--- src/rtl/memsync_xfer_engine.sv ---
// Allocation transfer engine: round-robin arbitration over per-bank allocate
// requests, optional writeback then fill on the backing-store port, then a sync pulse.
module memsync_xfer_engine #(
  parameter int BGWIDTH       = 2,
  parameter int BAWIDTH       = 2,
  parameter int CHWIDTH       = 6,
  parameter int ADDRWIDTH     = 17,
  localparam int BANKGROUPS    = 2**BGWIDTH,
  localparam int BANKSPERGROUP = 2**BAWIDTH
) (
  input  logic                                                    clk,
  input  logic                                                    reset_n,
  input  logic [BANKGROUPS-1:0][BANKSPERGROUP-1:0]                alloc_req,
  input  logic [BANKGROUPS-1:0][BANKSPERGROUP-1:0][ADDRWIDTH-1:0] RowId,
  input  logic [BANKGROUPS-1:0][BANKSPERGROUP-1:0][ADDRWIDTH-1:0] evictRowId,
  input  logic [BANKGROUPS-1:0][BANKSPERGROUP-1:0]                dirty,
  input  logic [BANKGROUPS-1:0][BANKSPERGROUP-1:0][CHWIDTH-1:0]   cRowId,
  output logic [BANKGROUPS-1:0][BANKSPERGROUP-1:0]                sync,
  output logic                                                    xfer_valid,
  input  logic                                                    xfer_ready,
  output logic                                                    xfer_dir,
  output logic [BGWIDTH+BAWIDTH-1:0]                              xfer_bank,
  output logic [ADDRWIDTH-1:0]                                    xfer_row,
  output logic [CHWIDTH-1:0]                                      xfer_crow,
  input  logic                                                    xfer_done,
  output logic                                                    busy
);

  localparam int IW = BGWIDTH + BAWIDTH;
  localparam int NB = BANKGROUPS * BANKSPERGROUP;

  typedef enum logic [2:0] {
    IDLE, WB_REQ, WB_WAIT, FILL_REQ, FILL_WAIT, SYNC, HOLD
  } state_t;

  state_t state, state_nxt;

  // Packed [bg][ba] arrays flatten so that bit/element index == bg*BANKSPERGROUP+ba.
  logic [NB-1:0]                req_flat;
  logic [NB-1:0]                dirty_flat;
  logic [NB-1:0][ADDRWIDTH-1:0] row_flat;
  logic [NB-1:0][ADDRWIDTH-1:0] evict_flat;
  logic [NB-1:0][CHWIDTH-1:0]   crow_flat;

  assign req_flat   = alloc_req;
  assign dirty_flat = dirty;
  assign row_flat   = RowId;
  assign evict_flat = evictRowId;
  assign crow_flat  = cRowId;

  logic [IW-1:0]        last;
  logic [IW-1:0]        grant_idx;
  logic [ADDRWIDTH-1:0] lat_row;
  logic [ADDRWIDTH-1:0] lat_evict;
  logic [CHWIDTH-1:0]   lat_crow;
  logic                 lat_dirty;

  logic          win_found;
  logic [IW-1:0] win_idx;

  // Search begins one past the last grant; the IW-bit add wraps modulo NB.
  always_comb begin
    logic [IW-1:0] cand;
    cand      = '0;
    win_found = 1'b0;
    win_idx   = last;
    for (int i = 1; i <= NB; i++) begin
      cand = last + IW'(i);
      if (!win_found && req_flat[cand]) begin
        win_found = 1'b1;
        win_idx   = cand;
      end
    end
  end

  always_ff @(posedge clk or negedge reset_n) begin
    if (!reset_n) begin
      state <= IDLE;
    end else begin
      state <= state_nxt;
    end
  end

  always_ff @(posedge clk or negedge reset_n) begin
    if (!reset_n) begin
      last      <= IW'(NB - 1);
      grant_idx <= '0;
      lat_row   <= '0;
      lat_evict <= '0;
      lat_crow  <= '0;
      lat_dirty <= 1'b0;
    end else if (state == IDLE && win_found) begin
      last      <= win_idx;
      grant_idx <= win_idx;
      lat_row   <= row_flat[win_idx];
      lat_evict <= evict_flat[win_idx];
      lat_crow  <= crow_flat[win_idx];
      lat_dirty <= dirty_flat[win_idx];
    end
  end

  always_comb begin
    state_nxt = state;
    case (state)
      IDLE:      if (win_found) state_nxt = dirty_flat[win_idx] ? WB_REQ : FILL_REQ;
      WB_REQ:    if (xfer_ready) state_nxt = WB_WAIT;
      WB_WAIT:   if (xfer_done)  state_nxt = FILL_REQ;
      FILL_REQ:  if (xfer_ready) state_nxt = FILL_WAIT;
      FILL_WAIT: if (xfer_done)  state_nxt = SYNC;
      SYNC:      state_nxt = HOLD;
      HOLD:      state_nxt = IDLE;
      default:   state_nxt = IDLE;
    endcase
  end

  // Outputs decode only the state register and grant latches, so reset clears them at once.
  logic          in_wb;
  logic          active;
  logic [NB-1:0] sync_flat;

  assign in_wb  = (state == WB_REQ) || (state == WB_WAIT);
  assign active = (state != IDLE);

  always_comb begin
    sync_flat = '0;
    if (state == SYNC) sync_flat[grant_idx] = 1'b1;
  end

  assign sync       = sync_flat;
  assign xfer_valid = (state == WB_REQ) || (state == FILL_REQ);
  assign xfer_dir   = in_wb;
  assign xfer_bank  = active ? grant_idx : '0;
  assign xfer_row   = in_wb ? lat_evict : (active ? lat_row : '0);
  assign xfer_crow  = active ? lat_crow : '0;
  assign busy       = active;

endmodule

--- config.mk ---
export PLATFORM = sky130hd
export DESIGN_NAME = memsync_xfer_engine
export DESIGN_NICKNAME = d
export VERILOG_FILES = /design/src/rtl/memsync_xfer_engine.sv
export SDC_FILE = /design/constraint.sdc
export NUM_CORES = 1
export LEC_CHECK = 0
export CAP_MARGIN = 20
export CORE_AREA = 2 2 284 286
export DETAILED_ROUTE_END_ITERATION = 8
export DIE_AREA = 0 0 286 288
export MAX_ROUTING_LAYER = met4
export PLACE_DENSITY = 0.34
export SKIP_CTS_REPAIR_TIMING = 1
export SLEW_MARGIN = 5
export SYNTH_ARGS = -nofsm -noshare
export SYNTH_HDL_FRONTEND = slang
export SYNTH_SLANG_ARGS = --single-unit
--- constraint.sdc ---
create_clock -name clk -period 11.3 [get_ports clk]
set_input_delay 2.26 -clock clk [delete_from_list [all_inputs] [get_ports clk]]
set_output_delay 2.26 -clock clk [all_outputs]
set_load 0.005 [all_outputs]
# Word-level counts from Yosys, hierarchy flattened
# Index checks and enable logic that the tools add are counted.
[word_totals] ff_bits=51 latchBits=0 mem_bits_rw=0 romBits=0 inputBits=676 word_cells=173 mem_count=0
[op_classes] addsub=15 n_mul=0 div_mod_pow=0 n_lt_le_gt_ge=19 n_eq_ne=10 n_shift=0 mux=86 bitwise_logic=0 reduce_logical=37
[op_table] operator="17-bit binary-select mux with 4-bit select" count=2
[op_table] operator="4-bit by 5-bit less-than comparator with 1-bit output (second input constant)" count=18
[op_table] operator="1-bit binary-select mux with 4-bit select" count=17
[op_table] operator="17-bit 2-to-1 mux" count=4
[op_table] operator="4-bit 2-to-1 mux" count=17
[op_table] operator="1-bit 2-to-1 mux" count=34
[op_table] operator="4-bit adder (second input constant)" count=8
[op_table] operator="6-bit binary-select mux with 4-bit select" count=1
[op_table] operator="3-bit one-hot mux with 6 select lines" count=1
[op_table] operator="1-bit logical AND" count=17
[op_table] operator="4-bit by 3-bit adder with 4-bit output (second input constant)" count=4
[op_table] operator="16-bit 2-to-1 mux" count=1
[op_table] operator="1-bit zero test" count=15
[op_table] operator="3-bit 2-to-1 mux" count=5
[op_table] operator="6-bit 2-to-1 mux" count=2
[op_table] operator="2-bit inequality test (second input constant)" count=5
[op_table] operator="4-bit by 2-bit adder with 4-bit output (second input constant)" count=2
[op_table] operator="3-bit by 2-bit == test with 1-bit output (second input constant)" count=2
[op_table] operator="3-bit == test (second input constant)" count=2
[op_table] operator="5-bit AND reduction" count=1
[op_table] operator="4-bit by 1-bit adder with 4-bit output (second input constant)" count=1
[op_table] operator="1-bit demux with 4-bit select" count=1
[op_table] operator="4-bit by 1-bit >= comparator with 1-bit output (second input constant)" count=1
[op_table] operator="3-bit by 1-bit == test with 1-bit output (second input constant)" count=1
[op_table] operator="other kinds (4)" count=5

# Longest topological paths before layout
# Gate-level depths: netlist of the first run.
[depth] ltp_word=54 mapped_depth=22

# Worst setup path before layout of the first run
# OpenSTA, ideal clock, no wires.
[synth_timing] path_type="input-to-reg" start="input port alloc_req[13] (netlist name)" end="register lat_crow[0]" arrival_ns=5.763 t_required_ns=11.159 setup_slack_ns=5.396 path_stages=15 n_path_buf=4 cell_sequence="mux4_2 > mux4_2 > or2_4 > or4_1 > buf_2 > a2111oi_4 > nor2_2 > o221ai_4 > buf_12 > buf_8 > buf_6 > mux2i_1 > mux2i_1 > a32oi_1 > a31oi_1"
[synth_via] elab_chain_len=50 elab_cells_between_ends=97 cone_classes="mux (66); reduce/logical (31)"
[synth_lines] element="start: declaration" line="13" source="input logic [BANKGROUPS-1:0][BANKSPERGROUP-1:0] alloc_req,"
[synth_lines] element="1-bit binary-select mux with 4-bit select" line="69" source="if (!win_found && req_flat[cand]) begin"
[synth_lines] element="1-bit 2-to-1 mux (not written as such)" line="69"
[synth_lines] element="1-bit 2-to-1 mux" line="69"
[synth_lines] element="1-bit zero test" line="69"
[synth_lines] element="1-bit logical AND" line="69"
[synth_lines] element="1-bit 2-to-1 mux" line="69"
[synth_lines] element="1-bit zero test" line="69"
[synth_lines] element="1-bit logical AND" line="69"
[synth_lines] element="(+34 left out)"
[synth_lines] element="1-bit zero test" line="69"
[synth_lines] element="1-bit logical AND" line="69"
[synth_lines] element="1-bit 2-to-1 mux" line="69"
[synth_lines] element="1-bit zero test" line="69"
[synth_lines] element="1-bit logical AND" line="69"
[synth_lines] element="4-bit 2-to-1 mux" line="69"
[synth_lines] element="6-bit binary-select mux with 4-bit select" line="97" source="lat_crow <= crow_flat[win_idx];"
[synth_lines] element="6-bit 2-to-1 mux (not written as such)" line="97"
[synth_lines] element="end signal: assignment" line="97"
[synth_lines] element="end: declaration" line="55" source="logic [CHWIDTH-1:0] lat_crow;"
# Several ways; a longest one is shown, not always the timed one. The select of a mux whose other input is x is not followed.
# A chain may end at the register's enable or synchronous reset.

# Worst setup path in the final report of the first run
[layout_timing] start="input port alloc_req[8] (netlist name)" end="register lat_crow[5]"
# The elaborated chain is that of the path after synthesis.

==> qor.yml, run 1 <==
outcome:
  status: "complete, no violations"
detailed_routing:
  drtIter0Drc: 709
  vias: 13500
  drt_pre_antenna_iters: 5
  via_per_inst: 4.39
  totalWireLength_um: 78100
  postRouteAntennaNets: 0
  wire_per_inst_um: 25.4
  route.detailed.drc: 0
placed_design:
  gp_congestion: 0.883
  hpwl_um: 64800
  port_buffers: 721
  dp_cells: 3057
  dp_slack_ns: 3.31
timing:
  layout_setup_ws_ns: 3.67
  grt_setup_unrepaired: "no"
  min_period_ns: 7.63
  max_freq_ghz: 0.131
  clock_skew_ns: 0.0144
  worstMarginPinSlew_ns: 1.04
  setup_viol: 0
  relSlewSlack: 0.305
  setup_tns_ns: 0
  hold_violations: 0
  drv_slew: 0
  period_share: 0.675
clocking:
  clockBufferDepth: 2
  path_clk_slew_ns: 0.09
  cts_max_level: 2
  insertion_delay_ns: 0.31
  cts_tree: "done"
  numCtsBuffers: 5
  cts_root_buf: "clkbuf_16"
  cts_sinks: 51
global_routing:
  grt_max_degree: 134
  overflow: 0
  grt_usage: 0.184
  grt_pass1_wl_um: 106000
  antenna_found_initial: 13
  grt_pass1_vias: 13900
synthesis:
  synth_edf_count: 0
  synth_top_family_by_area: "multiplexers"
  async_flop_share: 1.00
  yosys.area_share.simple: 0.187
  syn_area_per_cell_um2: 8.09
  syn_nets: 2060
  synth.area.mux_share: 0.440
  yosysWarnings: 0
  synth.cell_area_um2: 11100
  synth_compound_area_frac: 0.168
  ys.flop_type: "dfrtp_1"
  synth_xor_area_frac: 0.0142
  synth_seq_area_share: 0.115
  syn_inst: 1376
  ys_ff_latch: 51
  ys_types: 84
  synthAdderAreaFrac: 0.00899
floorplanning:
  die_w_um: 286
  die_y_um: 288
  initial_core_util: 0.140
  fp.dieArea_um2: 82400
  std_cell_rows: 104
  ioPinCount: 722
  coreArea_um2: 79600
critical_path:
  worstSetupEndpointType: "flip-flop"
  cp-start-kind: "primary input"
  critPathArrivalTime_ns: 7.80
  path_class: "in -> reg"
  cp_max_fo: 51
  crit_required_ns: 11.47
final_layout:
  drive_gt1_frac: 0.0763
  fin_nets: 2688
  final_cell_mix: "clkdlybuf4s50_1 (720), mux2i_1 (346), nand2_1 (235), nand3_1 (91), nor2_1 (83)"
  mostFrequentLayoutCell: "clkdlybuf4s50_1"
  fill_cells: 8817
  final_cells: 3074
  areaGrowthSynthToFinish_pct: 74.2
job:
  maxCapViolCount: 0
hold_path:
  worst_hold_path_type: "reg -> reg"
## worst paths after layout
| path | from | end | slack, ns | cells after the start |
|---|---|---|---|---|
| setup / recovery | alloc_req[8] | lat_crow[5] | 3.67 | 13 |
| hold / removal | lat_crow[3] | lat_crow[3] | 0.55 | 2 |
| setup reg to reg | last[0] | lat_crow[5] | 4.08 | 16 |
| hold reg to reg | lat_crow[3] | lat_crow[3] | 0.55 | 2 |
| max in group asynchronous | reset_n | lat_row[10] | 8.75 | 1 |
| min in group asynchronous | reset_n | lat_evict[12] | 2.02 | 1 |
## per-stage QoR
step | utilization | area, um2 | hold slack, ns
floorplan | - | 11100 | 0.511
global placement | 0.241 | 19200 | 0.529
detailed placement | 0.241 | 19200 | 0.540
CTS | 0.243 | 19400 | 0.558
global route | 0.244 | 19400 | 0.590
finish | 0.244 | 19400 | 0.551
## registers in the layout (all words and copies together) (netlist names)
signal / flops
lat_evict: 17
last: 4
state: 3
lat_row: 17
grant_idx: 4
lat_crow: 6
## layout make-up
| cell class | count | area (um2) | share of cell area |
|---|---|---|---|
| flip-flops and latches | 51 | 1280 | 0.0661 |
| clock inverters | 3 | 25.0 | 0.00129 |
| clock buffers | 5 | 125 | 0.00645 |
| diodes | 9 | 22.5 | 0.00116 |
| well taps | 1060 | 1330 | 0.0684 |
| inverters | 12 | 45.0 | 0.00232 |
| multi-input cells | 1192 | 9160 | 0.472 |
| repair buffers | 742 | 7410 | 0.382 |
## synth_stat cells, types with 14 or more instances
master	instances	share of area
buf_2	30	0.013
a32oi_1	40	0.031
mux2i_1	346	0.31
clkbuf_1	57	0.019
mux2_2	65	0.066
nor2_1	87	0.029
dfrtp_1	47	0.11
o21ai_0	32	0.014
a31oi_1	46	0.026
nand2_1	235	0.079
buf_4	16	0.011
mux4_2	31	0.063
nand3_1	91	0.041
a21oi_1	19	0.0085
nor3_1	14	0.0063
a2bb2oi_1	41	0.032
## worst max-delay path, cell delays in order
cell and delay (ns):
clkdlybuf4s50_1 0.61, mux4_2 0.63, mux4_2 0.55, or2_4 0.30
or4_1 0.57, a2111oi_4 0.36, nor2_2 0.11, o221ai_4 0.40
buf_4 0.71, mux2i_1 0.26, mux2_2 0.20, a2bb2oi_1 0.60
a31oi_1 0.16
## metal layers
layer,GRT usage,up-vias,share of wire
met3,0.0246,26,0.044
li1,-,6442,-
met2,0.353,436,0.56
met1,0.208,6588,0.39
met4,0.0215,0,0.0076
met5,-,-,0
## kinds of logic (layout without fill, tap and decap cells)
group,Yosys count,in the layout
XOR/XNOR,18,18
multiplexers,443,443
AND/OR/NAND/NOR,476,476
adder cells (fa/ha/maj),8,8
flip-flops,51,51
AO/OA/AOI/OAI,247,247
buffers and inverters,133,762
other,0,9
Power of run 1 is left out: the tool's default activity adds up to more than one toggle a clock period on the data nets, which glitch-free logic cannot reach.
==> run 2: changes to the inputs <==
CORE_AREA = 2 2 278 280   (was 2 2 284 286)
DIE_AREA = 0 0 280 282   (was 0 0 286 288)
PLACE_DENSITY = 0.35   (was 0.34)
clock period = 7.86 ns   (was 11.3 ns; I/O delays follow)
==> qor.yml, run 2 (synthesis gave the netlist of run 1 again) <==
outcome:
  status: "complete, no violations"
critical_path:
  worstSetupEndpointType: "flip-flop"
  crit_required_ns: 8.12  # -3.35 ns
  cp_slowest_stage_delay_ns: 0.79  # +0.08 ns
  cp-start-kind: "primary input"
  slowest_stage: "mux2i_1"
  path_class: "in -> reg"
  cp_max_fo: 20  # -61%
  critPathArrivalTime_ns: 7.17  # -0.63 ns
  worstRegToRegCells: 16  # unchanged
  cp_cell_sequence: "clkdlybuf4s50_1 > mux4_2 > mux4_2 > or2_4 > or4_1 > a2111oi_4 > nor2_2 > o221ai_4 > buf_12 > buf_4 > mux2i_1 > mux2i_1 > a2bb2oi_1 > a31oi_1"
placed_design:
  gp_congestion: 0.906  # +2.6%
  port_buffers: 721  # unchanged
  hpwl_um: 65200  # +0.65%
  dp_slack_ns: 0.598  # -2.71 ns
clocking:
  cts_max_level: 2  # unchanged
  numCtsBuffers: 5  # unchanged
  cts_tree: "done"
  cts_root_buf: "clkbuf_16"
  path_clk_slew_ns: 0.09  # about the same
  cts_sinks: 51  # unchanged
  insertion_delay_ns: 0.34  # +0.03 ns
  clockBufferDepth: 2  # unchanged
hold_path:
  worst_hold_path_type: "reg -> reg"
  whs_path_depth: 2  # unchanged
final_layout:
  drive_gt1_frac: 0.0845  # +0.00822
  utilization: 0.258  # +0.0147
  mostFrequentLayoutCell: "clkdlybuf4s50_1"
  fill_cells: 8206  # -6.9%
  reg_top3: "lat_evict: 17 flops, lat_row: 17 flops, lat_crow: 6 flops"
  areaGrowthSynthToFinish_pct: 75.6
  final_cell_mix: "clkdlybuf4s50_1 (720), mux2i_1 (346), nand2_1 (235), nand3_1 (91), nor2_1 (83)"
  fin_nets: 2706  # +0.67%
floorplanning:
  fp.dieArea_um2: 79000  # -4.1%
  ioPinCount: 722  # unchanged
  coreArea_um2: 75700  # -4.9%
  initial_core_util: 0.147  # +0.00728
  die_y_um: 282  # -2.1%
  die_w_um: 280  # -2.1%
  std_cell_rows: 101  # -2.9%
timing:
  clock_skew_ns: 0.0217  # +0.00727 ns
  hold_violations: 0  # unchanged
  layout_setup_ws_ns: 0.947  # -2.72 ns
  worstMarginPinSlew_ns: 1.01  # -0.0347 ns
  setup_viol: 0  # unchanged
  grt_setup_unrepaired: "no"
  setup_tns_ns: 0  # unchanged
  period_share: 0.879
  drv_slew: 0  # unchanged
  max_freq_ghz: 0.145
  min_period_ns: 6.91
  relSlewSlack: 0.309  # +0.00390
global_routing:
  grt_max_degree: 89  # -34%
  antenna_found_initial: 18  # +5
  overflow: 0  # unchanged
  grt_pass1_wl_um: 107000  # +0.90%
  grt_usage: 0.195  # +0.0103
  grt_pass1_vias: 14200  # +1.9%
detailed_routing:
  via_per_inst: 4.49  # +2.3%
  totalWireLength_um: 78600  # +0.68%
  wire_per_inst_um: 26.1  # +2.6%
  drt-met1-wl_um: 31600  # +2.9%
  top_layer_used: "met4"
  wl_met3_um: 3980  # +16%
  vias: 13500  # +0.41%
  route.detailed.drc: 0  # unchanged
  drt_pre_antenna_iters: 5  # unchanged
  wl_met2_um: 42400  # -2.2%
  drtIter0Drc: 856  # +21%
  postRouteAntennaNets: 0  # unchanged
job:
  maxCapViolCount: 0  # unchanged
[run 2: layout make-up]
type                    count  area, um2  area share
well taps                 978       1220      0.0626
flip-flops and latches     51       1280      0.0655
clock buffers               5        125     0.00640
clock inverters             3       43.8     0.00224
inverters                  12       45.0     0.00230
diodes                     15       37.5     0.00192
repair buffers            760       7630       0.390
multi-input cells        1192       9160       0.469
[run 2: stage by stage]
step	instances	hold WS [ns]	instance area, um2
final	3016	0.555	19500
after global routing	3015	0.569	19500
after CTS	3001	0.556	19500
after detailed placement	2993	0.541	19300
after global placement	2993	0.535	19300
after floorplan	1376	0.511	11100
[run 2: final timing paths]
check | endpoint | startpoint | slack [ns]
worst max-delay path | lat_evict[4] | alloc_req[13] | 0.95
worst min-delay path | lat_crow[5] | lat_crow[5] | 0.56
worst max register to register | lat_evict[4] | last[0] | 1.24
worst min register to register | lat_crow[5] | lat_crow[5] | 0.56
max in group asynchronous | lat_evict[2] | reset_n | 5.92
min in group asynchronous | state[1] | reset_n | 1.35
[run 2: critical path, delay by kind of cell]
family          cells  cell delay (ns)
mux                 4             2.10
compound gates      4             1.26
buf+inv             3             1.17
simple gates        3             1.00
[run 2: metal layers]
layer	vias to the layer above	global-route usage
met1	6575	0.225
met5	-	-
met4	0	0.0273
met2	444	0.359
li1	6505	-
met3	23	0.0319
Power of run 2 is left out for the same reason.
